===== config.mk =====
export PLATFORM = sky130hd
export DESIGN_NAME = hazard_controller
export DESIGN_NICKNAME = d
export VERILOG_FILES = /design/src/rtl/hazard_controller_pkg.sv /design/src/rtl/hazard_match.sv /design/src/rtl/hazard_controller.sv
export SDC_FILE = /design/constraint.sdc
export NUM_CORES = 1
export LEC_CHECK = 0
export CORE_ASPECT_RATIO = 0.5
export CORE_MARGIN = 3
export CORE_UTILIZATION = 47
export CTS_CLUSTER_DIAMETER = 120
export DETAILED_ROUTE_END_ITERATION = 10
export PLACE_DENSITY = 0.79
export SLEW_MARGIN = 0
export SYNTH_ARGS = -nofsm -noshare
export SYNTH_HDL_FRONTEND = slang
export SYNTH_SLANG_ARGS = --single-unit

===== constraint.sdc =====
create_clock -name clk -period 3 [get_ports clk]
set_clock_uncertainty 0.15 [all_clocks]
set_input_delay 0.6 -clock clk [delete_from_list [all_inputs] [get_ports clk]]
set_output_delay 0.6 -clock clk [all_outputs]
set_load 0.005 [all_outputs]

===== src/rtl/hazard_controller_pkg.sv =====
// Shared encodings for the pipeline hazard controller: FSM states,
// dependency-vector bit positions and the sequential PC-source code.
package hazard_controller_pkg;

  typedef enum logic [1:0] {
    ST_RUN      = 2'd0,
    ST_STALL2   = 2'd1,
    ST_MEM_WAIT = 2'd2
  } state_e;

  localparam int DEP_RS_EXE = 0;
  localparam int DEP_RS_MEM = 1;
  localparam int DEP_RT_EXE = 2;
  localparam int DEP_RT_MEM = 3;

  localparam logic [1:0] PCSRC_SEQ = 2'b00;

  // {from MEM, from EXE}: the younger EXE producer shadows MEM; an EXE load has no data yet.
  function automatic logic [1:0] fwd_sel(input logic m_exe, input logic m_mem, input logic exe_sld);
    return {m_mem & ~m_exe, m_exe & ~exe_sld};
  endfunction

endpackage


===== src/rtl/hazard_match.sv =====
// Compares one ID source register against one pipeline stage's destination.
module hazard_match (
  input  logic [4:0] i_src,
  input  logic       i_use,
  input  logic [4:0] i_stage_rn,
  input  logic       i_stage_wreg,
  output logic       o_match
);

  // r0 is hardwired to zero, so it never creates a dependency.
  assign o_match = i_use & (i_src != 5'd0) & i_stage_wreg & (i_stage_rn == i_src);

endmodule


===== src/rtl/hazard_controller.sv =====
// Interlock and forwarding-select controller for the 5-stage pipeline.
// Shadows EXE/MEM destinations, drives stall/bubble/flush/freeze and counts stalls.
module hazard_controller
  import hazard_controller_pkg::*;
#(
  parameter int CNT_W = 16
) (
  input  logic             clk,
  input  logic             clrn,
  input  logic [4:0]       id_rs,
  input  logic [4:0]       id_rt,
  input  logic             id_use_rs,
  input  logic             id_use_rt,
  input  logic [4:0]       id_rd,
  input  logic             id_wreg,
  input  logic             id_sld,
  input  logic             id_branch,
  input  logic [1:0]       pcsource,
  input  logic             mem_ready,
  output logic [3:0]       depen,
  output logic             wpcir,
  output logic             bubble,
  output logic             flush_ifid,
  output logic             freeze,
  output logic [CNT_W-1:0] stall_cnt
);

  state_e           r_state;
  logic [4:0]       r_exe_rn;
  logic             r_exe_wreg;
  logic             r_exe_sld;
  logic [4:0]       r_mem_rn;
  logic             r_mem_wreg;
  logic             r_mem_sld;
  logic [CNT_W-1:0] r_stall_cnt;

  logic       w_rs_exe;
  logic       w_rs_mem;
  logic       w_rt_exe;
  logic       w_rt_mem;
  logic       w_exe_hit;
  logic       w_load_use;
  logic       w_br_exe;
  logic       w_br_load;
  logic [1:0] w_rs_sel;
  logic [1:0] w_rt_sel;
  logic       w_wpcir;
  logic       w_bubble;
  logic       w_flush;
  logic       w_freeze;
  logic [3:0] w_depen;

  hazard_match u_rs_exe (.i_src(id_rs), .i_use(id_use_rs), .i_stage_rn(r_exe_rn),
                         .i_stage_wreg(r_exe_wreg), .o_match(w_rs_exe));
  hazard_match u_rs_mem (.i_src(id_rs), .i_use(id_use_rs), .i_stage_rn(r_mem_rn),
                         .i_stage_wreg(r_mem_wreg), .o_match(w_rs_mem));
  hazard_match u_rt_exe (.i_src(id_rt), .i_use(id_use_rt), .i_stage_rn(r_exe_rn),
                         .i_stage_wreg(r_exe_wreg), .o_match(w_rt_exe));
  hazard_match u_rt_mem (.i_src(id_rt), .i_use(id_use_rt), .i_stage_rn(r_mem_rn),
                         .i_stage_wreg(r_mem_wreg), .o_match(w_rt_mem));

  assign w_exe_hit  = w_rs_exe | w_rt_exe;
  assign w_load_use = w_exe_hit & r_exe_sld;
  assign w_br_exe   = id_branch & w_exe_hit & ~r_exe_sld;
  assign w_br_load  = id_branch & w_exe_hit & r_exe_sld;
  assign w_rs_sel   = fwd_sel(w_rs_exe, w_rs_mem, r_exe_sld);
  assign w_rt_sel   = fwd_sel(w_rt_exe, w_rt_mem, r_exe_sld);

  // Memory wait outranks any stall, which outranks a redirect flush.
  always_comb begin
    w_wpcir  = 1'b1;
    w_bubble = 1'b0;
    w_flush  = 1'b0;
    w_freeze = 1'b0;
    if (!mem_ready) begin
      w_freeze = 1'b1;
      w_wpcir  = 1'b0;
    end else if ((r_state == ST_STALL2) || w_load_use || w_br_exe) begin
      w_wpcir  = 1'b0;
      w_bubble = 1'b1;
    end else begin
      w_flush  = (pcsource != PCSRC_SEQ);
    end
  end

  // Forwarding selects are meaningless for a bubbled instruction.
  always_comb begin
    w_depen = 4'b0000;
    if (!w_bubble) begin
      w_depen[DEP_RS_EXE] = w_rs_sel[0];
      w_depen[DEP_RS_MEM] = w_rs_sel[1];
      w_depen[DEP_RT_EXE] = w_rt_sel[0];
      w_depen[DEP_RT_MEM] = w_rt_sel[1];
    end else begin
      w_depen = 4'b0000;
    end
  end

  // Sequencing: extra stall for branch-on-load, wait state for slow memory.
  always_ff @(posedge clk or negedge clrn) begin
    if (!clrn) begin
      r_state <= ST_RUN;
    end else begin
      case (r_state)
        ST_RUN, ST_MEM_WAIT: begin
          if (!mem_ready)     r_state <= ST_MEM_WAIT;
          else if (w_br_load) r_state <= ST_STALL2;
          else                r_state <= ST_RUN;
        end
        ST_STALL2: begin
          if (!mem_ready) r_state <= ST_MEM_WAIT;
          else            r_state <= ST_RUN;
        end
        default: r_state <= ST_RUN;
      endcase
    end
  end

  // Shadow copies of the EXE and MEM destination fields.
  always_ff @(posedge clk or negedge clrn) begin
    if (!clrn) begin
      r_exe_rn   <= 5'd0;
      r_exe_wreg <= 1'b0;
      r_exe_sld  <= 1'b0;
      r_mem_rn   <= 5'd0;
      r_mem_wreg <= 1'b0;
      r_mem_sld  <= 1'b0;
    end else if (!w_freeze) begin
      r_mem_rn   <= r_exe_rn;
      r_mem_wreg <= r_exe_wreg;
      r_mem_sld  <= r_exe_sld;
      if (w_bubble) begin
        r_exe_rn   <= 5'd0;
        r_exe_wreg <= 1'b0;
        r_exe_sld  <= 1'b0;
      end else begin
        r_exe_rn   <= id_rd;
        r_exe_wreg <= id_wreg;
        r_exe_sld  <= id_sld;
      end
    end else begin
      r_mem_rn   <= r_mem_rn;
      r_exe_rn   <= r_exe_rn;
    end
  end

  // Saturating count of cycles in which the front end is held.
  always_ff @(posedge clk or negedge clrn) begin
    if (!clrn) begin
      r_stall_cnt <= {CNT_W{1'b0}};
    end else if (!w_wpcir && (r_stall_cnt != {CNT_W{1'b1}})) begin
      r_stall_cnt <= r_stall_cnt + {{(CNT_W-1){1'b0}}, 1'b1};
    end else begin
      r_stall_cnt <= r_stall_cnt;
    end
  end

  assign depen      = w_depen;
  assign wpcir      = w_wpcir;
  assign bubble     = w_bubble;
  assign flush_ifid = w_flush;
  assign freeze     = w_freeze;
  assign stall_cnt  = r_stall_cnt;

endmodule


==> impl_metrics.prom, run 1 <==
# TYPE chip_impl_metric gauge
chip_impl_info{name="run_status",value="finished, violations left"} 1
chip_impl_info{name="violations_in_the_final_reports",value="setup timing"} 1
chip_impl_info{name="grt_setup_unrepaired",value="yes"} 1
chip_impl_metric{name="drive_gt1_frac",unit=""} 0.347
chip_impl_metric{name="clk_latency",unit="ns"} 0.29
chip_impl_metric{name="fin_crit_sh",unit=""} 1.04
chip_impl_metric{name="finalSetupTns",unit="ns"} -0.343
chip_impl_metric{name="clock_slew_seen_by_the_registers_of_the_worst_setup_and_hold_paths",unit="ns"} 0.07
chip_impl_metric{name="core",unit="mm²"} 0.00319
chip_impl_metric{name="power.density",unit="mW/mm²"} 516
chip_impl_metric{name="grt_first_pass_wirelength",unit="µm"} 7330
chip_impl_metric{name="worstMarginPinSlew",unit="ns"} 0.395
chip_impl_metric{name="postSynthCellCount",unit=""} 153
chip_impl_metric{name="via_to_cell_ratio",unit=""} 5.22
chip_impl_metric{name="time_the_final_worst_path_needs_with_i_o_delays_and_setup",unit="ns"} 3.13
chip_impl_info{name="worst_path_dominant_cell_family",value="simple AND/OR/NAND/NOR gates"} 1
chip_impl_metric{name="post-route-cell-area",unit="mm²"} 0.00260
chip_impl_metric{name="io_pins",unit=""} 49
chip_impl_metric{name="total_leakage_power",unit="nW"} 1.11
chip_impl_metric{name="critical_path_peak_fanout",unit=""} 2
chip_impl_metric{name="globalplace.congestion",unit=""} 0.794
chip_impl_metric{name="critical_path_rt",unit="ns"} 2.25
chip_impl_metric{name="critPathBufInv",unit=""} 3
chip_impl_info{name="crit_path_cell_trace",value="buf_6 -> or4_4 -> o21ai_4 -> nor3_2 -> o22ai_2 -> buf_4 -> a21oi_4 -> nand2b_4 -> nor4_4 -> buf_2"} 1
chip_impl_metric{name="clkSinkCount",unit=""} 31
chip_impl_metric{name="detailedRoute.firstIterationViolations",unit=""} 123
chip_impl_metric{name="dieHeight",unit="µm"} 48.0
chip_impl_metric{name="ys_seq_elements",unit=""} 31
chip_impl_metric{name="synthDominantCellAreaShare",unit=""} 0.467
chip_impl_metric{name="globalRouteOverflowTotal",unit=""} 0
chip_impl_metric{name="mappedNetlistNets",unit=""} 179
chip_impl_info{name="synth_ff_type",value="sky130_fd_sc_hd__dfrtp_1"} 1
chip_impl_info{name="synth.cells.most_frequent",value="31 x sky130_fd_sc_hd__dfrtp_1, 26 x sky130_fd_sc_hd__xnor2_1, 17 x sky130_fd_sc_hd__nand2_1"} 1
chip_impl_metric{name="drt_drc_violations_left",unit=""} 0
chip_impl_metric{name="via_count",unit=""} 1498
chip_impl_info{name="element_type_at_the_critical_path_start",value="input port"} 1
chip_impl_metric{name="syn-mean-instance-area",unit="µm²"} 10.9
chip_impl_metric{name="dr.pass1.iters",unit=""} 4
chip_impl_metric{name="initial_core_util",unit=""} 0.521
chip_impl_info{name="yosys.area.top_type",value="sky130_fd_sc_hd__dfrtp_1"} 1
chip_impl_metric{name="first_global_vias",unit=""} 1478
chip_impl_metric{name="netlist-cell-type-count",unit=""} 33
chip_impl_metric{name="cts.htree.levels",unit=""} 2
chip_impl_metric{name="slew_headroom",unit=""} 0.737
chip_impl_metric{name="area_growth",unit="%"} 56.6
chip_impl_metric{name="nets",unit=""} 264
chip_impl_metric{name="final-setup-viol-count",unit=""} 5
chip_impl_metric{name="die_w",unit="µm"} 90.1
chip_impl_metric{name="insertedDiodeCount",unit=""} 0
chip_impl_metric{name="cts_hold_buffers",unit=""} 0
chip_impl_metric{name="dr_wl_cell",unit="µm"} 17.0
chip_impl_metric{name="placement.cell_area",unit="mm²"} 0.00234
chip_impl_metric{name="largest_net_degree_at_the_start_of_global_routing",unit=""} 32
chip_impl_metric{name="synth_sequential_area_ratio",unit=""} 0.467
chip_impl_metric{name="slew_violations",unit=""} 0
chip_impl_metric{name="layout.area.seq",unit="µm²"} 776
chip_impl_metric{name="clock_tree.buffer_depth",unit=""} 2
chip_impl_metric{name="synth.yosys.warnings",unit=""} 0
chip_impl_info{name="hold_path_class",value="register to register"} 1
chip_impl_info{name="yosys.cell_count.top_type",value="sky130_fd_sc_hd__dfrtp_1"} 1
chip_impl_metric{name="drv_cap",unit=""} 0
chip_impl_metric{name="core.rowCount",unit=""} 14
chip_impl_metric{name="ir_worst_vdd",unit="mV"} 0.455
chip_impl_metric{name="track_usage",unit=""} 0.224
chip_impl_metric{name="filler_cell_count",unit=""} 192
chip_impl_metric{name="detailed_place_hpwl",unit="µm"} 2980
chip_impl_metric{name="multiInputGateArea",unit="µm²"} 966
chip_impl_metric{name="antenna_found_initial",unit=""} 0
chip_impl_metric{name="totalWireLength",unit="µm"} 4890
chip_impl_metric{name="drtAntennaViolNets",unit=""} 0
chip_impl_info{name="synth.area.top_cells",value="sky130_fd_sc_hd__dfrtp_1 47%, sky130_fd_sc_hd__xnor2_1 14%, sky130_fd_sc_hd__xor2_1 4.7%"} 1
chip_impl_info{name="critical_path_class",value="input port to output pin"} 1
chip_impl_metric{name="area_of_the_mapped_netlist",unit="mm²"} 0.00166
chip_impl_metric{name="preCtsSetupSlack",unit="ns"} -0.797
chip_impl_info{name="clockRootBuffer",value="sky130_fd_sc_hd__clkbuf_8"} 1
chip_impl_metric{name="synth-edff-count",unit=""} 0
chip_impl_info{name="cp-end-kind",value="output pin"} 1
chip_impl_metric{name="cts-buffers-inserted",unit=""} 5
chip_impl_metric{name="dieArea",unit="mm²"} 0.00433
chip_impl_info{name="cts_tree",value="done"} 1
chip_impl_metric{name="timing.final.hold_violations",unit=""} 0
chip_impl_metric{name="numPortBuffers",unit=""} 48
chip_impl_metric{name="achievable-frequency",unit="MHz"} 319
chip_impl_metric{name="timing.critical_path.arrival",unit="ns"} 2.38
chip_impl_metric{name="worst_slack",unit="ns"} -0.132
chip_impl_metric{name="synth-async-reset-ratio",unit=""} 1.00
chip_impl_info{name="cpMaxStageDelayCell",value="sky130_fd_sc_hd__or4_4"} 1
chip_impl_metric{name="crit_path_max_incr_delay",unit="ns"} 0.55
## worst paths after layout
check | from | end | slack, ns | cells past startpoint
worst max-delay path | id_rs[4] | depen[3] | -0.13 | 10
worst min-delay path | r_state[1] | r_state[1] | 0.29 | 1
worst max register to register | r_exe_rn[2] | stall_cnt[1] | 0.66 | 9
worst min register to register | r_state[1] | r_state[1] | 0.29 | 1
max in group asynchronous | clrn | stall_cnt[7] | 1.87 | 2
min in group asynchronous | clrn | r_mem_rn[4] | 0.55 | 2
## cell families after synthesis
kind of cell,Yosys count,share of synthesized area
XOR/XNOR,35,0.185
adder cells (fa/ha/maj),1,0.00753
flip-flops,31,0.467
buffers and inverters,6,0.0181
AO/OA/AOI/OAI,16,0.0814
multiplexers,7,0.0497
AND/OR/NAND/NOR,57,0.191
## registers in the layout, summed over array words and instances (netlist names)
register    flops
stall_cnt      16
r_exe_rn        5
r_mem_rn        5
r_state         2
r_exe_sld       1
r_exe_wreg      1
r_mem_wreg      1
## worst reg2reg max path, delay by kind of cell (launching register included)
| kind | cells | cell delay [ns] |
|---|---|---|
| AO/OA/AOI/OAI | 2 | 0.27 |
| XOR/XNOR | 1 | 0.19 |
| buffers and inverters | 3 | 0.45 |
| flip-flops | 1 | 0.47 |
| multiplexers | 1 | 0.30 |
| AND/OR/NAND/NOR | 2 | 0.41 |
## power by group
| part | total (mW) | leakage [nW] | switching [mW] | internal, mW |
|---|---|---|---|---|
| registers | 0.604 | 0.386 | 0.110 | 0.494 |
| clock network | 0.330 | 0.0412 | 0.168 | 0.162 |
| logic | 0.407 | 0.688 | 0.151 | 0.257 |
| total | 1.34 | 1.11 | 0.429 | 0.913 |
## cell type report
class                   instances  share of cell area
inverters                       2             0.00289
well taps                      48              0.0231
repair buffers                 82               0.271
clock buffers                   6              0.0279
multi-input cells             116               0.372
clock inverters                 2             0.00481
flip-flops and latches         31               0.298
## through the flow
| stage | utilization | hold slack (ns) | std cells | total power, mW |
|---|---|---|---|---|
| after global placement | 0.733 | 0.271 | 266 | 0.966 |
| after detailed placement | 0.733 | 0.293 | 266 | 0.978 |
| after floorplan | - | 0.154 | 153 | 0.760 |
| final | 0.816 | 0.293 | 287 | 1.34 |
| after global routing | 0.816 | 0.332 | 287 | 1.42 |
| after CTS | 0.789 | 0.302 | 286 | 1.32 |
## placed cells by master (no fill, tap or decap), types with 2 or more instances in the layout
cell type,count
sky130_fd_sc_hd__clkdlybuf4s50_1,30
sky130_fd_sc_hd__o2bb2ai_1,7
sky130_fd_sc_hd__nor3_1,3
sky130_fd_sc_hd__nand3_1,7
sky130_fd_sc_hd__buf_2,8
sky130_fd_sc_hd__mux2_2,6
sky130_fd_sc_hd__nand4_1,8
sky130_fd_sc_hd__nor4_4,2
sky130_fd_sc_hd__xnor2_2,5
sky130_fd_sc_hd__clkbuf_2,2
sky130_fd_sc_hd__and2_1,2
sky130_fd_sc_hd__xor2_1,9
sky130_fd_sc_hd__dfrtp_1,31
sky130_fd_sc_hd__nand2_1,17
sky130_fd_sc_hd__buf_6,8
sky130_fd_sc_hd__a21oi_1,2
sky130_fd_sc_hd__and3_1,2
sky130_fd_sc_hd__buf_4,30
sky130_fd_sc_hd__and2_4,2
sky130_fd_sc_hd__dlygate4sd2_1,2
sky130_fd_sc_hd__inv_1,2
sky130_fd_sc_hd__or4_4,2
sky130_fd_sc_hd__o21ai_4,2
sky130_fd_sc_hd__nor2_1,3
sky130_fd_sc_hd__clkbuf_8,5
sky130_fd_sc_hd__xnor2_1,21
## metal layers
| layer | GRT usage | share of wire | up-vias |
|---|---|---|---|
| met3 | 0.0502 | 0.038 | 10 |
| met4 | 0.0729 | 0.013 | 0 |
| li1 | - | - | 708 |
| met2 | 0.399 | 0.50 | 41 |
| met1 | 0.286 | 0.45 | 739 |
| met5 | 0 | 0 | - |
## what timing repair did
action / in CTS / in global routing
endpoints found under the setup margin: 7 / 7
setup buffers: 12 / 1
pin swaps: 12 / 13
gates resized for setup: 69 / 16
Note: power is estimated with default switching activity, not from simulation.
==> inputs of run 2 (changes only) <==
- CORE_ASPECT_RATIO: 0.5 -> 0.7
- HOLD_SLACK_MARGIN: default -> 0.15
- TNS_END_PERCENT: default -> 5
==> impl_metrics.prom, run 2 (synthesis gave the netlist of run 1 again) <==
# TYPE chip_impl_metric gauge
chip_impl_metric{name="clkPwrFrac",unit=""} 0.300
chip_impl_metric{name="clock_slew_seen_by_the_registers_of_the_worst_setup_and_hold_paths",unit="ns"} 0.06
chip_impl_metric{name="dr_wl_cell",unit="µm"} 17.4
chip_impl_info{name="crit_path_start",value="id_rs[3]"} 1
chip_impl_metric{name="dieArea",unit="mm²"} 0.00429
chip_impl_metric{name="nets",unit=""} 258
chip_impl_metric{name="dieHeight",unit="µm"} 55.7
chip_impl_metric{name="clock_tree.buffer_depth",unit=""} 2
chip_impl_metric{name="grt_first_pass_wirelength",unit="µm"} 7680
chip_impl_info{name="hold_path_class",value="register to register"} 1
chip_impl_metric{name="clk_latency",unit="ns"} 0.29
chip_impl_metric{name="whs",unit="ns"} 0.310
chip_impl_metric{name="largest_reg_flops",unit=""} 16
chip_impl_metric{name="cts.htree.levels",unit=""} 2
chip_impl_metric{name="core.rowCount",unit=""} 17
chip_impl_metric{name="timing.final.hold_violations",unit=""} 0
chip_impl_metric{name="die_w",unit="µm"} 77.0
chip_impl_metric{name="drtAntennaViolNets",unit=""} 0
chip_impl_metric{name="totalWireLength",unit="µm"} 4860
chip_impl_metric{name="numPortBuffers",unit=""} 48
chip_impl_metric{name="power_frac_comb",unit=""} 0.279
chip_impl_metric{name="track_usage",unit=""} 0.235
chip_impl_info{name="mostFrequentLayoutCells",value="31 x sky130_fd_sc_hd__clkdlybuf4s50_1, 31 x sky130_fd_sc_hd__dfrtp_1, 27 x sky130_fd_sc_hd__buf_4"} 1
chip_impl_info{name="grt_setup_unrepaired",value="yes"} 1
chip_impl_info{name="cp-end-kind",value="output pin"} 1
chip_impl_metric{name="power.internal",unit="mW"} 1.01
chip_impl_metric{name="worstMarginPinSlew",unit="ns"} 0.389
chip_impl_metric{name="io_pins",unit=""} 49
chip_impl_metric{name="total_leakage_power",unit="nW"} 1.09
chip_impl_metric{name="cts-buffers-inserted",unit=""} 5
chip_impl_metric{name="time_the_final_worst_path_needs_with_i_o_delays_and_setup",unit="ns"} 3.10
chip_impl_metric{name="achievable-frequency",unit="MHz"} 322
chip_impl_metric{name="ir_worst_vdd",unit="mV"} 0.376
chip_impl_metric{name="globalplace.congestion",unit=""} 0.877
chip_impl_metric{name="drv_cap",unit=""} 0
chip_impl_metric{name="globalRouteOverflowTotal",unit=""} 0
chip_impl_metric{name="sw_frac_of_total",unit=""} 0.293
chip_impl_metric{name="core",unit="mm²"} 0.00325
chip_impl_info{name="clockRootBuffer",value="sky130_fd_sc_hd__clkbuf_8"} 1
chip_impl_metric{name="crit_path_max_incr_delay",unit="ns"} 0.54
chip_impl_metric{name="clkSinkCount",unit=""} 31
chip_impl_metric{name="drive_gt1_frac",unit=""} 0.335
chip_impl_metric{name="worst_slack",unit="ns"} -0.103
chip_impl_metric{name="critPathBufInv",unit=""} 2
chip_impl_metric{name="via_to_cell_ratio",unit=""} 5.24
chip_impl_info{name="cts_tree",value="done"} 1
chip_impl_metric{name="seq_power_share",unit=""} 0.420
chip_impl_metric{name="largest_net_degree_at_the_start_of_global_routing",unit=""} 32
chip_impl_metric{name="detailed_place_hpwl",unit="µm"} 3310
chip_impl_metric{name="filler_cell_count",unit=""} 203
chip_impl_metric{name="slew_headroom",unit=""} 0.741
chip_impl_metric{name="dr.pass1.iters",unit=""} 4
chip_impl_metric{name="via_count",unit=""} 1467
chip_impl_info{name="critical_path_class",value="input port to output pin"} 1
chip_impl_info{name="cpMaxStageDelayCell",value="sky130_fd_sc_hd__or4_4"} 1
chip_impl_metric{name="critical_path_peak_fanout",unit=""} 3
chip_impl_info{name="crit-reg2reg-launch",value="r_exe_rn[0]"} 1
chip_impl_info{name="violations_in_the_final_reports",value="setup timing"} 1
chip_impl_metric{name="critical_path_rt",unit="ns"} 2.25
chip_impl_metric{name="timing.critical_path.arrival",unit="ns"} 2.35
chip_impl_info{name="run_status",value="finished, violations left"} 1
chip_impl_metric{name="area_growth",unit="%"} 54.3
chip_impl_metric{name="p_switching",unit="mW"} 0.419
chip_impl_metric{name="detailedRoute.firstIterationViolations",unit=""} 46
chip_impl_info{name="element_type_at_the_critical_path_start",value="input port"} 1
chip_impl_metric{name="postLayoutCoreUtil",unit=""} 0.787
chip_impl_metric{name="totalPowerFinal",unit="mW"} 1.43
chip_impl_metric{name="initial_core_util",unit=""} 0.510
chip_impl_metric{name="first_global_vias",unit=""} 1529
chip_impl_metric{name="insertedDiodeCount",unit=""} 0
chip_impl_metric{name="cts_hold_buffers",unit=""} 0
chip_impl_info{name="crit_path_cell_trace",value="buf_6 -> or4_4 -> o21ai_4 -> nor3_2 -> o22ai_2 -> a21oi_2 -> nand2b_4 -> nor4_4 -> buf_2"} 1
chip_impl_metric{name="reg2reg_setup_slack",unit="ns"} 0.44
chip_impl_metric{name="drt_drc_violations_left",unit=""} 0
chip_impl_metric{name="antenna_found_initial",unit=""} 0
chip_impl_info{name="hold_path_startpoint",value="r_state[1]"} 1
chip_impl_metric{name="final-setup-viol-count",unit=""} 3
chip_impl_info{name="worst_path_dominant_cell_family",value="simple AND/OR/NAND/NOR gates"} 1
chip_impl_metric{name="slew_violations",unit=""} 0
chip_impl_metric{name="power.density",unit="mW/mm²"} 559
chip_impl_metric{name="fin_crit_sh",unit=""} 1.03
[run 2: final timing paths]
path | end | cells past startpoint
worst min register to register | r_state[1] | 1
max in group asynchronous | stall_cnt[1] | 2
worst min-delay path | r_state[1] | 1
worst max-delay path | depen[1] | 9
worst max register to register | stall_cnt[1] | 10
min in group asynchronous | r_mem_wreg | 2
[run 2: area by class of cell]
type | count | area, µm² | area share
multi-input cells | 116 | 957 | 0.374
flip-flops and latches | 31 | 776 | 0.303
repair buffers | 76 | 646 | 0.252
clock buffers | 6 | 82.6 | 0.0322
well taps | 47 | 58.8 | 0.0229
clock inverters | 2 | 35.0 | 0.0137
inverters | 2 | 7.51 | 0.00293
[run 2: power by group through the flow]
stage | clock network (mW) | registers (mW) | logic [mW]
final | 0.430 | 0.602 | 0.400
after global routing | 0.462 | 0.616 | 0.434
after CTS | 0.436 | 0.598 | 0.389
after detailed placement | 0 | 0.603 | 0.378
after global placement | 0 | 0.596 | 0.367
after floorplan | 0 | 0.590 | 0.170
[run 2: metrics by stage]
step / setup TNS [ns] / cells / instance area, µm² / worst slack (ns)
6_report: -0.188 / 280 / 2560 / -0.103
3_3_place_gp: -4.03 / 264 / 2330 / -0.688
2_1_floorplan: 0 / 153 / 1660 / 0.195
4_1_cts: -0.293 / 276 / 2500 / -0.141
3_5_place_dp: -4.69 / 264 / 2330 / -0.874
5_1_grt: -0.738 / 280 / 2560 / -0.172
[run 2: what timing repair did]
item	4_1_cts	5_1_grt
setup endpoints to repair	7	7
buffers inserted	4	4
resized for setup	64	13
pin swaps	13	9
hold endpoints to repair	0	0
[run 2: per-layer routing]
metal	GRT usage	wire length, µm
met1	0.313	2170
met2	0.364	2300
met3	0.0583	316
met4	0.104	68
met5	0	0
